--- src/rtl/datapath_sequencer_pkg.sv ---
// Shared definitions for the s/y datapath sequencer.
//   state_e  : sequencer FSM states
//   OP_*     : requester opcodes
//   SEL_*    : y_select_next codes used by the micro-sequences
//   ctrl_t   : bundle of datapath control lines, registered as one unit
package datapath_sequencer_pkg;

  typedef enum logic [2:0] {
    ST_IDLE,
    ST_NOP,
    ST_COUNT,
    ST_DRAIN_DEC,
    ST_DRAIN_CHK,
    ST_LOAD,
    ST_DONE
  } state_e;

  localparam logic [1:0] OP_NOP   = 2'd0;
  localparam logic [1:0] OP_COUNT = 2'd1;
  localparam logic [1:0] OP_DRAIN = 2'd2;
  localparam logic [1:0] OP_LOAD  = 2'd3;

  localparam logic [1:0] SEL_UPD2 = 2'd2;
  localparam logic [1:0] SEL_UPD3 = 2'd3;

  typedef struct packed {
    logic       s_en;
    logic [1:0] s_step;
    logic       s_sub;
    logic       s_zero;
    logic       y_en;
    logic       y_upd;
    logic [1:0] y_select_next;
  } ctrl_t;

  // First state of each operation's micro-sequence.
  function automatic state_e op_entry_state(input logic [1:0] op);
    state_e st;
    case (op)
      OP_COUNT: st = ST_COUNT;
      OP_DRAIN: st = ST_DRAIN_DEC;
      OP_LOAD:  st = ST_LOAD;
      default:  st = ST_NOP;
    endcase
    return st;
  endfunction

endpackage

--- src/rtl/datapath_sequencer_arb.sv ---
// rr_arbiter_2: two-input round-robin arbiter.
//   clk, rst : clock, asynchronous active-low reset
//   req      : request per requester
//   advance  : the grant is being taken this cycle; move the pointer
//   grant    : one-hot winner (combinational), 0 when no request
// The pointer names the requester that wins a tie; after every taken
// grant it points at the requester that did not win.
module rr_arbiter_2 (
  input  logic       clk,
  input  logic       rst,
  input  logic [1:0] req,
  input  logic       advance,
  output logic [1:0] grant
);

  logic ptr_q;

  // NOTE: combinational blocks assign every output a default first, so no
  // path leaves a signal unassigned and no latch is inferred.
  always_comb begin
    grant = req;
    if (req == 2'b11) grant = ptr_q ? 2'b10 : 2'b01;
  end

  // NOTE: state registers use non-blocking assignments so every flop
  // samples pre-edge values regardless of statement order.
  always_ff @(posedge clk or negedge rst) begin
    if (!rst) begin
      ptr_q <= 1'b0;
    end else if (advance && (grant != 2'b00)) begin
      // Requester 0 won -> point at 1, and vice versa.
      ptr_q <= grant[0];
    end
  end

endmodule

--- src/rtl/datapath_sequencer.sv ---
// datapath_sequencer: shares the s/y datapath between two requesters.
//   clk, rst        : clock, asynchronous active-low reset
//   req, op0, op1   : requests and their opcodes (held until done)
//   s               : current datapath s register value
//   gnt             : one-hot owner during execution
//   done            : one-cycle completion pulse to the owner
//   busy            : grant cycle through DONE cycle
//   s_en/s_step/s_sub/s_zero, y_en/y_upd/y_select_next : datapath controls
// All outputs are registered: the next-state logic also computes the
// control lines for the state being entered, so they appear at the same
// edge as the state change.
module datapath_sequencer
  import datapath_sequencer_pkg::*;
#(
  parameter logic [1:0] COUNT_STEP = 2'd2,
  parameter int         COUNT_REPS = 3
) (
  input  logic       clk,
  input  logic       rst,
  input  logic [1:0] req,
  input  logic [1:0] op0,
  input  logic [1:0] op1,
  input  logic [2:0] s,
  output logic [1:0] gnt,
  output logic [1:0] done,
  output logic       busy,
  output logic       s_en,
  output logic       s_sub,
  output logic       s_zero,
  output logic [1:0] s_step,
  output logic       y_en,
  output logic       y_upd,
  output logic [1:0] y_select_next
);

  // COUNT step positions. c0 is recognised by first_q rather than the
  // counter, so COUNT_LAST may wrap to 0 when COUNT_REPS is 6.
  localparam logic [2:0] COUNT_IDLE = 3'(COUNT_REPS + 1);
  localparam logic [2:0] COUNT_LAST = 3'(COUNT_REPS + 2);
  localparam logic [2:0] LOAD_LAST  = 3'd3;

  state_e     state_q, state_d;
  logic [2:0] step_q, step_d;
  logic       first_q, first_d;
  logic [1:0] owner_q, owner_d;
  ctrl_t      ctrl_q, ctrl_d;
  logic [1:0] gnt_d, done_d;
  logic       busy_d;
  logic [1:0] arb_grant;
  logic       arb_advance;
  logic [1:0] win_op;

  rr_arbiter_2 u_arb (
    .clk     (clk),
    .rst     (rst),
    .req     (req),
    .advance (arb_advance),
    .grant   (arb_grant)
  );

  // Control lines for one cycle of the given state. s_val is the s value
  // sampled at the edge entering that cycle.
  function automatic ctrl_t micro_op(input state_e st, input logic [2:0] step,
                                     input logic first, input logic [2:0] s_val);
    ctrl_t c;
    c = '0;
    case (st)
      ST_COUNT: begin
        if (first || (step == COUNT_LAST)) begin
          c.s_en   = 1'b1;
          c.s_zero = 1'b1;
        end else if (step != COUNT_IDLE) begin
          c.s_en   = 1'b1;
          c.s_step = COUNT_STEP;
        end
      end
      ST_DRAIN_DEC: begin
        // s==0: no decrement; the sequence ends after this cycle.
        if (s_val != 3'd0) begin
          c.s_en   = 1'b1;
          c.s_step = 2'd1;
          c.s_sub  = 1'b1;
          if (first && (s_val == 3'd7)) begin
            c.y_en          = 1'b1;
            c.y_upd         = 1'b1;
            c.y_select_next = SEL_UPD3;
          end
        end
      end
      ST_LOAD: begin
        case (step)
          3'd0: c.y_en = 1'b1;
          3'd1: begin
            c.y_en          = 1'b1;
            c.y_upd         = 1'b1;
            c.y_select_next = SEL_UPD2;
          end
          3'd2: begin
            c.s_en   = 1'b1;
            c.s_step = 2'd1;
          end
          default: c = '0;
        endcase
      end
      default: c = '0;
    endcase
    return c;
  endfunction

  assign win_op = arb_grant[1] ? op1 : op0;

  always_comb begin
    state_d     = state_q;
    step_d      = step_q;
    first_d     = 1'b0;
    owner_d     = owner_q;
    arb_advance = 1'b0;

    case (state_q)
      ST_IDLE: begin
        if (req != 2'b00) begin
          // The opcode is captured by the entry state itself, so later
          // changes on op0/op1 have no effect.
          arb_advance = 1'b1;
          owner_d     = arb_grant;
          step_d      = 3'd0;
          first_d     = 1'b1;
          state_d     = op_entry_state(win_op);
        end
      end
      ST_NOP: state_d = ST_DONE;
      ST_COUNT: begin
        step_d = step_q + 3'd1;
        if (!first_q && (step_q == COUNT_LAST)) state_d = ST_DONE;
      end
      // A DEC cycle without s_en saw s==0 on entry.
      ST_DRAIN_DEC: state_d = ctrl_q.s_en ? ST_DRAIN_CHK : ST_DONE;
      ST_DRAIN_CHK: state_d = ST_DRAIN_DEC;
      ST_LOAD: begin
        step_d = step_q + 3'd1;
        if (step_q == LOAD_LAST) state_d = ST_DONE;
      end
      ST_DONE: begin
        state_d = ST_IDLE;
        owner_d = 2'b00;
      end
      default: begin
        state_d = ST_IDLE;
        owner_d = 2'b00;
      end
    endcase

    ctrl_d = micro_op(state_d, step_d, first_d, s);
    busy_d = (state_d != ST_IDLE);
    gnt_d  = (state_d != ST_IDLE && state_d != ST_DONE) ? owner_d : 2'b00;
    done_d = (state_d == ST_DONE) ? owner_d : 2'b00;
  end

  always_ff @(posedge clk or negedge rst) begin
    if (!rst) begin
      state_q <= ST_IDLE;
      step_q  <= 3'd0;
      first_q <= 1'b0;
      owner_q <= 2'b00;
      ctrl_q  <= '0;
      gnt     <= 2'b00;
      done    <= 2'b00;
      busy    <= 1'b0;
    end else begin
      state_q <= state_d;
      step_q  <= step_d;
      first_q <= first_d;
      owner_q <= owner_d;
      ctrl_q  <= ctrl_d;
      gnt     <= gnt_d;
      done    <= done_d;
      busy    <= busy_d;
    end
  end

  assign s_en          = ctrl_q.s_en;
  assign s_step        = ctrl_q.s_step;
  assign s_sub         = ctrl_q.s_sub;
  assign s_zero        = ctrl_q.s_zero;
  assign y_en          = ctrl_q.y_en;
  assign y_upd         = ctrl_q.y_upd;
  assign y_select_next = ctrl_q.y_select_next;

endmodule

--- config.mk ---
export PLATFORM = sky130hd
export DESIGN_NAME = datapath_sequencer
export DESIGN_NICKNAME = d
export VERILOG_FILES = /design/src/rtl/datapath_sequencer_pkg.sv /design/src/rtl/datapath_sequencer_arb.sv /design/src/rtl/datapath_sequencer.sv
export SDC_FILE = /design/constraint.sdc
export NUM_CORES = 1
export LEC_CHECK = 0
export ABC_CLOCK_PERIOD_IN_PS = 6700
export CELL_PAD_IN_SITES_DETAIL_PLACEMENT = 2
export CELL_PAD_IN_SITES_GLOBAL_PLACEMENT = 2
export CORE_MARGIN = 2
export CORE_UTILIZATION = 33
export DETAILED_ROUTE_END_ITERATION = 8
export PLACE_DENSITY = 0.88
export SYNTH_ARGS = -nofsm -noshare
export SYNTH_HDL_FRONTEND = slang
export SYNTH_SLANG_ARGS = --single-unit
--- constraint.sdc ---
create_clock -name clk -period 6.7 [get_ports clk]
set_input_delay 1.005 -clock clk [delete_from_list [all_inputs] [get_ports clk]]
set_output_delay 1.005 -clock clk [all_outputs]
set_load 0.05 [all_outputs]
==> impl_metrics.ini, run 1 <==
[die]
core-area_sq_mm = 0.00331
row_count = 21
dieArea_sq_mm = 0.00389
io-pin-count = 25
initial_utilization = 0.340
fp.dieW_um = 62.4
die_y_um = 62.4

[layout]
n_antenna_cell = 0
layout-drive-gt1-share = 0.0930
syn2layout_area_growth_pct = 26.1
layout.nets = 146

[synth]
syn_avg_cell_area_sq_um = 10.8
synth_compound_area_frac = 0.160
yosys_register_bits = 23
synth_commonest_cells = dfrtp_1, inv_1, nand2_1
synth_top_family_by_area = simple AND/OR/NAND/NOR gates
synthCells = 104
yosysMostFrequentCell = dfrtp_1
muxShareOfSynthArea = 0.0300
synthesis.area_sq_mm = 0.00112
synth_edf_count = 0
synthAdderAreaFrac = 0.0556
synth_xor_area_frac = 0.00779
ys_top_cells_by_area = dfrtp_1, ha_1, inv_1, mux2_2, nand2_1
synth_nets = 120
yosysSeqAreaShare = 0.512
synth_cell_type_count = 39
yosys_warnings = 0
synth_top_area_frac = 0.512
yosys.area_share.simple = 0.161
ys.flop_type = dfrtp_1
ys_async_sr_fraction = 1.00
netlist.top_cell.by_area = dfrtp_1

[critical_path]
crit_fanout = 8
end_kind = register
cp.required_ns = 6.91
crit_type = input port to register
arrival_ns = 3.77
startpoint_type = input port

[min_path]
hold_path_class = register to register

[global_routing]
grt_overflow_total = 0
grt_usage = 0.174
grt_pass1_vias = 1076
antenna_found_initial = 0
grt_max_degree = 24
grt_pass1_wl_mm = 5.29

[route]
wl_met1_mm = 1.29
viasPerCell = 5.07
drt_wl_total_mm = 3.02
vias = 888
post_drt_wl_per_cell_um = 17.3
drt_iter0_drc = 13
drt-pass1-iter-count = 4
wl_met2_mm = 1.58
highest_layer = met4
met3WireLength_um = 86
drt_drc_violations_left = 0
drtAntennaViolNets = 0

[timing]
slew_violations = 0
layout_min_cycle_time_ns = 3.56
final.period_utilization = 0.531
clock.fmax_ghz = 0.281
fin_tns_setup_ns = 0
tightest_slew_ns = 1.07
skew_ns = 0.00423
rsz0062_at_grt = false
slew_headroom = 0.285
finalSetupViolations = 0
timing.final.hold_violations = 0

[clock_network]
cts_sinks = 23
cts_buffers = 3
post_cts_resize_count = 0
worstSkewPairLatency_ns = 0.30
post_cts.repair.setup_buffers = 0
cts_buffer_depth = 2
htreeDepth = 1
clkTransAtPathRegs_ns = 0.13
holdBufCountCts = 0
cts_tree = built
root_buffer = clkbuf_4

[run_status]
status = complete, no violations

[placement]
hpwlAfterDp_mm = 2.34
port-buffer-count = 24
gp_congestion = 0.774

[pwr]
power_density_mw_per_mm2 = 517
irDropWorstVdd_mv = 0.182
p_leak_nw = 0.653
p_total_w = 0.000734

[flow_run]
max_cap_viol_count = 0
## final cells by class
cell class,instances,area [sq um]
flip-flops and latches,23,576
multi-input cells,64,467
inverters,14,52.6
fillers,388,1890
clock buffers,4,26.3
repair buffers,24,240
well taps,46,57.6
## cells by family after synthesis
family	count (synthesis)
simple gates	31
compound gates	24
flops	23
buf+inv	17
fa+ha+maj	5
mux	3
xor+xnor	1
## flip-flops by register name, indices dropped and copies added (netlist names), 2 cells and up
| name | cells |
|---|---|
| step_q | 3 |
| gnt | 2 |
| state_q | 3 |
| s_step | 2 |
| done | 2 |
| y_select_next | 2 |
| owner_q | 2 |
## layer usage
layer	up-vias	global-route usage
li1	416	-
met1	444	0.202
met2	22	0.317
met3	6	0.0360
met4	0	0.0639
met5	-	0
## per-stage QoR
step	util	hold WS [ns]	std cells	setup WS (ns)	area [sq um]
after floorplan	-	0.440	104	3.60	1120
after global placement	0.421	0.462	171	2.98	1390
after detailed placement	0.421	0.477	171	2.85	1390
after CTS	0.429	0.508	175	3.15	1420
after global routing	0.429	0.539	175	2.96	1420
final	0.429	0.503	175	3.14	1420
## report_power, final
group | switching (W) | internal, W | leakage (nW)
logic | 0.000283 | 0.000152 | 0.342
clock network | 0.0000424 | 0.0000232 | 0.0150
registers | 0.0000402 | 0.000193 | 0.296
## worst max-delay path, stage by stage
cell             delay (ns)
clkdlybuf4s50_1        0.49
inv_1                  0.05
o21ai_0                0.47
mux2_2                 0.42
ha_1                   0.29
a32o_1                 0.33
or3_4                  0.45
o31ai_1                0.26
## cells in the final DEF, fill, tap and decap left out, types with 2 or more instances in the layout
cell type,n
clkdlybuf4s50_1,24
dfrtp_1,23
inv_1,13
nand2_1,7
o21ai_0,5
ha_1,5
nor2_1,4
a21oi_1,4
mux2_2,3
nor3b_1,3
nand3_1,3
clkbuf_4,3
or3_4,2
nor2b_1,2
nand4_1,2
or3_1,2
## worst paths after layout
path | from | endpoint | slack [ns] | cells after the start
setup / recovery | req[0] | y_en$_DFF_PN0_ | 3.14 | 8
hold / removal | u_arb.ptr_q$_DFFE_PN0P_ | u_arb.ptr_q$_DFFE_PN0P_ | 0.50 | 2
setup reg to reg | u_arb.ptr_q$_DFFE_PN0P_ | y_en$_DFF_PN0_ | 3.98 | 6
hold reg to reg | u_arb.ptr_q$_DFFE_PN0P_ | u_arb.ptr_q$_DFFE_PN0P_ | 0.50 | 2
max in group asynchronous | rst | y_select_next[1]$_DFF_PN0_ | 4.80 | 1
min in group asynchronous | rst | u_arb.ptr_q$_DFFE_PN0P_ | 1.26 | 1
Power figures use the tool's default switching activity.
==> run 2, diff against run 1 <==
--- a/config.mk
+++ b/config.mk
@@ -5,13 +5,13 @@
 export SDC_FILE = /design/constraint.sdc
 export NUM_CORES = 1
 export LEC_CHECK = 0
-export ABC_CLOCK_PERIOD_IN_PS = 6700
+export ABC_CLOCK_PERIOD_IN_PS = 3400
 export CELL_PAD_IN_SITES_DETAIL_PLACEMENT = 2
 export CELL_PAD_IN_SITES_GLOBAL_PLACEMENT = 2
 export CORE_MARGIN = 2
-export CORE_UTILIZATION = 33
+export CORE_UTILIZATION = 31
 export DETAILED_ROUTE_END_ITERATION = 8
-export PLACE_DENSITY = 0.88
+export PLACE_DENSITY = 0.84
 export SYNTH_ARGS = -nofsm -noshare
 export SYNTH_HDL_FRONTEND = slang
 export SYNTH_SLANG_ARGS = --single-unit
==> constraint.sdc (replaced) <==
create_clock -name clk -period 3.4 [get_ports clk]
set_input_delay 0.51 -clock clk [delete_from_list [all_inputs] [get_ports clk]]
set_output_delay 0.51 -clock clk [all_outputs]
set_load 0.05 [all_outputs]
==> run 2 against run 1 <==
  * Non-clock buffer count grew 2
  * First-iteration DRC count rose by 100%
  * Clock power is 97% higher
  * Worst setup slack lost 2.6 ns
  * Highest routed layer unchanged
  * Critical path depth is the same
  * Total power up 100%
  * Sequential share of layout area down 0.46 points
  * Final cell count increased by 1.1%
  * Largest cell class unchanged
  * Wire length grew 4.2%
==> impl_metrics.ini, run 2 (synthesized netlist as in run 1, its figures left out) <==
[run_status]
status = complete, no violations

[global_routing]
grt_max_degree = 24
antenna_found_initial = 0
grt_pass1_wl_mm = 5.21
grt_usage = 0.168
grt_overflow_total = 0
grt_pass1_vias = 1020

[timing]
slew_violations = 0
skew_ns = 0.00550
timing.final.hold_violations = 0
setup_slack_ns = 0.510
slew_headroom = 0.311
finalSetupViolations = 0
layout_min_cycle_time_ns = 2.89
clock.fmax_ghz = 0.346
hold-worst-slack_ns = 0.512
final.period_utilization = 0.850
rsz0062_at_grt = false
fin_tns_setup_ns = 0
tightest_slew_ns = 1.03

[critical_path]
reg2regPathDepth = 6
cp_top_family = compound AO/OA/AOI/OAI gates
path_buf_inv = 2
path_cells = clkdlybuf4s50_1, inv_1, o21ai_0, mux2_2, ha_1, a32o_1, or3_4, o41ai_2
cp.required_ns = 3.62
crit_fanout = 5
end_kind = register
cp.depth = 8
slowest_stage = clkdlybuf4s50_1
arrival_ns = 3.11
startpoint_type = input port
max_stage_delay_ns = 0.49
crit_type = input port to register

[layout]
multiInputGateArea_sq_um = 467
final_cell_mix = clkdlybuf4s50_1, dfrtp_1, inv_1
syn2layout_area_growth_pct = 27.6
register_area_sq_um = 576
layout-drive-gt1-share = 0.115
n_antenna_cell = 0
largestRegisters = state_q (3), step_q (3)
num-fill-cells = 375
layout.nets = 148
final_common_cell = clkdlybuf4s50_1

[pwr]
power_density_mw_per_mm2 = 1040
pwr-share-clk = 0.086
switching_power_w = 0.000742
p_total_w = 0.00149
p_leak_nw = 0.665
p_sw_frac = 0.498
internal-power_w = 0.000748
combPwrFrac = 0.601
p_seq_frac = 0.313
irDropWorstVdd_mv = 0.362

[route]
drt-pass1-iter-count = 3
drt_iter0_drc = 26
drtAntennaViolNets = 0
vias = 901
post_drt_wl_per_cell_um = 17.8
drt_drc_violations_left = 0
viasPerCell = 5.09
drt_wl_total_mm = 3.15

[clock_network]
cts_buffers = 3
worstSkewPairLatency_ns = 0.32
cts_buffer_depth = 2
holdBufCountCts = 0
cts_sinks = 23
root_buffer = clkbuf_4
cts_tree = built
htreeDepth = 1
clkTransAtPathRegs_ns = 0.13
post_cts_resize_count = 0
post_cts.repair.setup_buffers = 0

[die]
initial_utilization = 0.329
core-area_sq_mm = 0.00342
dieArea_sq_mm = 0.00413
die_y_um = 64.2
io-pin-count = 25
fp.dieW_um = 64.2
row_count = 21

[flow_run]
max_cap_viol_count = 0

[placement]
port-buffer-count = 24
gp_congestion = 0.743
hpwlAfterDp_mm = 2.50
post-place-ws_ns = 0.151

[min_path]
min_path_cells = 2
hold_path_class = register to register
==> run 2: per-stage QoR <==
step	utilization	instance area, sq um	std cells
global route	0.420	1440	177
floorplan	-	1120	104
detailed placement	0.412	1410	173
global placement	0.412	1410	173
finish	0.420	1440	177
CTS	0.420	1440	177
==> run 2: cell type report <==
class / count / area share
multi-input combinational: 64 / 0.325
sequential: 23 / 0.401
clock inverter: 1 / 0.00349
clock buffer: 3 / 0.0157
timing repair buffer: 26 / 0.178
inverter: 14 / 0.0366
tap: 46 / 0.0401
==> run 2: tightest hold or removal path: cells and delay by family (launching register included) <==
kind             cells  cell delay (ns)
AND/OR/NAND/NOR      2             0.12
flip-flops           1             0.37
==> run 2: power by group through the flow <==
| stage | combinational, W | sequential (W) | clock (W) |
|---|---|---|---|
| 3_3_place_gp | 0.000847 | 0.000464 | 0 |
| 6_report | 0.000895 | 0.000466 | 0.000129 |
| 2_1_floorplan | 0.000473 | 0.000607 | 0 |
| 5_1_grt | 0.000975 | 0.000478 | 0.000147 |
| 4_1_cts | 0.000906 | 0.000468 | 0.000135 |
| 3_5_place_dp | 0.000901 | 0.000473 | 0 |
==> run 2: metal layers <==
layer | GRT usage | vias to the layer above | wire length (um)
met5 | 0 | - | 0
met4 | 0.0559 | 0 | 48
met3 | 0.0282 | 5 | 93
met2 | 0.288 | 17 | 1610
met1 | 0.215 | 457 | 1390
li1 | - | 422 | -
==> run 2: worst paths after layout <==
| kind | startpoint | endpoint | slack, ns |
|---|---|---|---|
| min | u_arb.ptr_q$_DFFE_PN0P_ | u_arb.ptr_q$_DFFE_PN0P_ | 0.51 |
| max in group asynchronous | rst | step_q[1]$_DFF_PN0_ | 2.04 |
| max | req[0] | y_select_next[1]$_DFF_PN0_ | 0.51 |
| max reg2reg | u_arb.ptr_q$_DFFE_PN0P_ | y_select_next[1]$_DFF_PN0_ | 0.85 |
| min in group asynchronous | rst | u_arb.ptr_q$_DFFE_PN0P_ | 0.73 |
| min reg2reg | u_arb.ptr_q$_DFFE_PN0P_ | u_arb.ptr_q$_DFFE_PN0P_ | 0.51 |
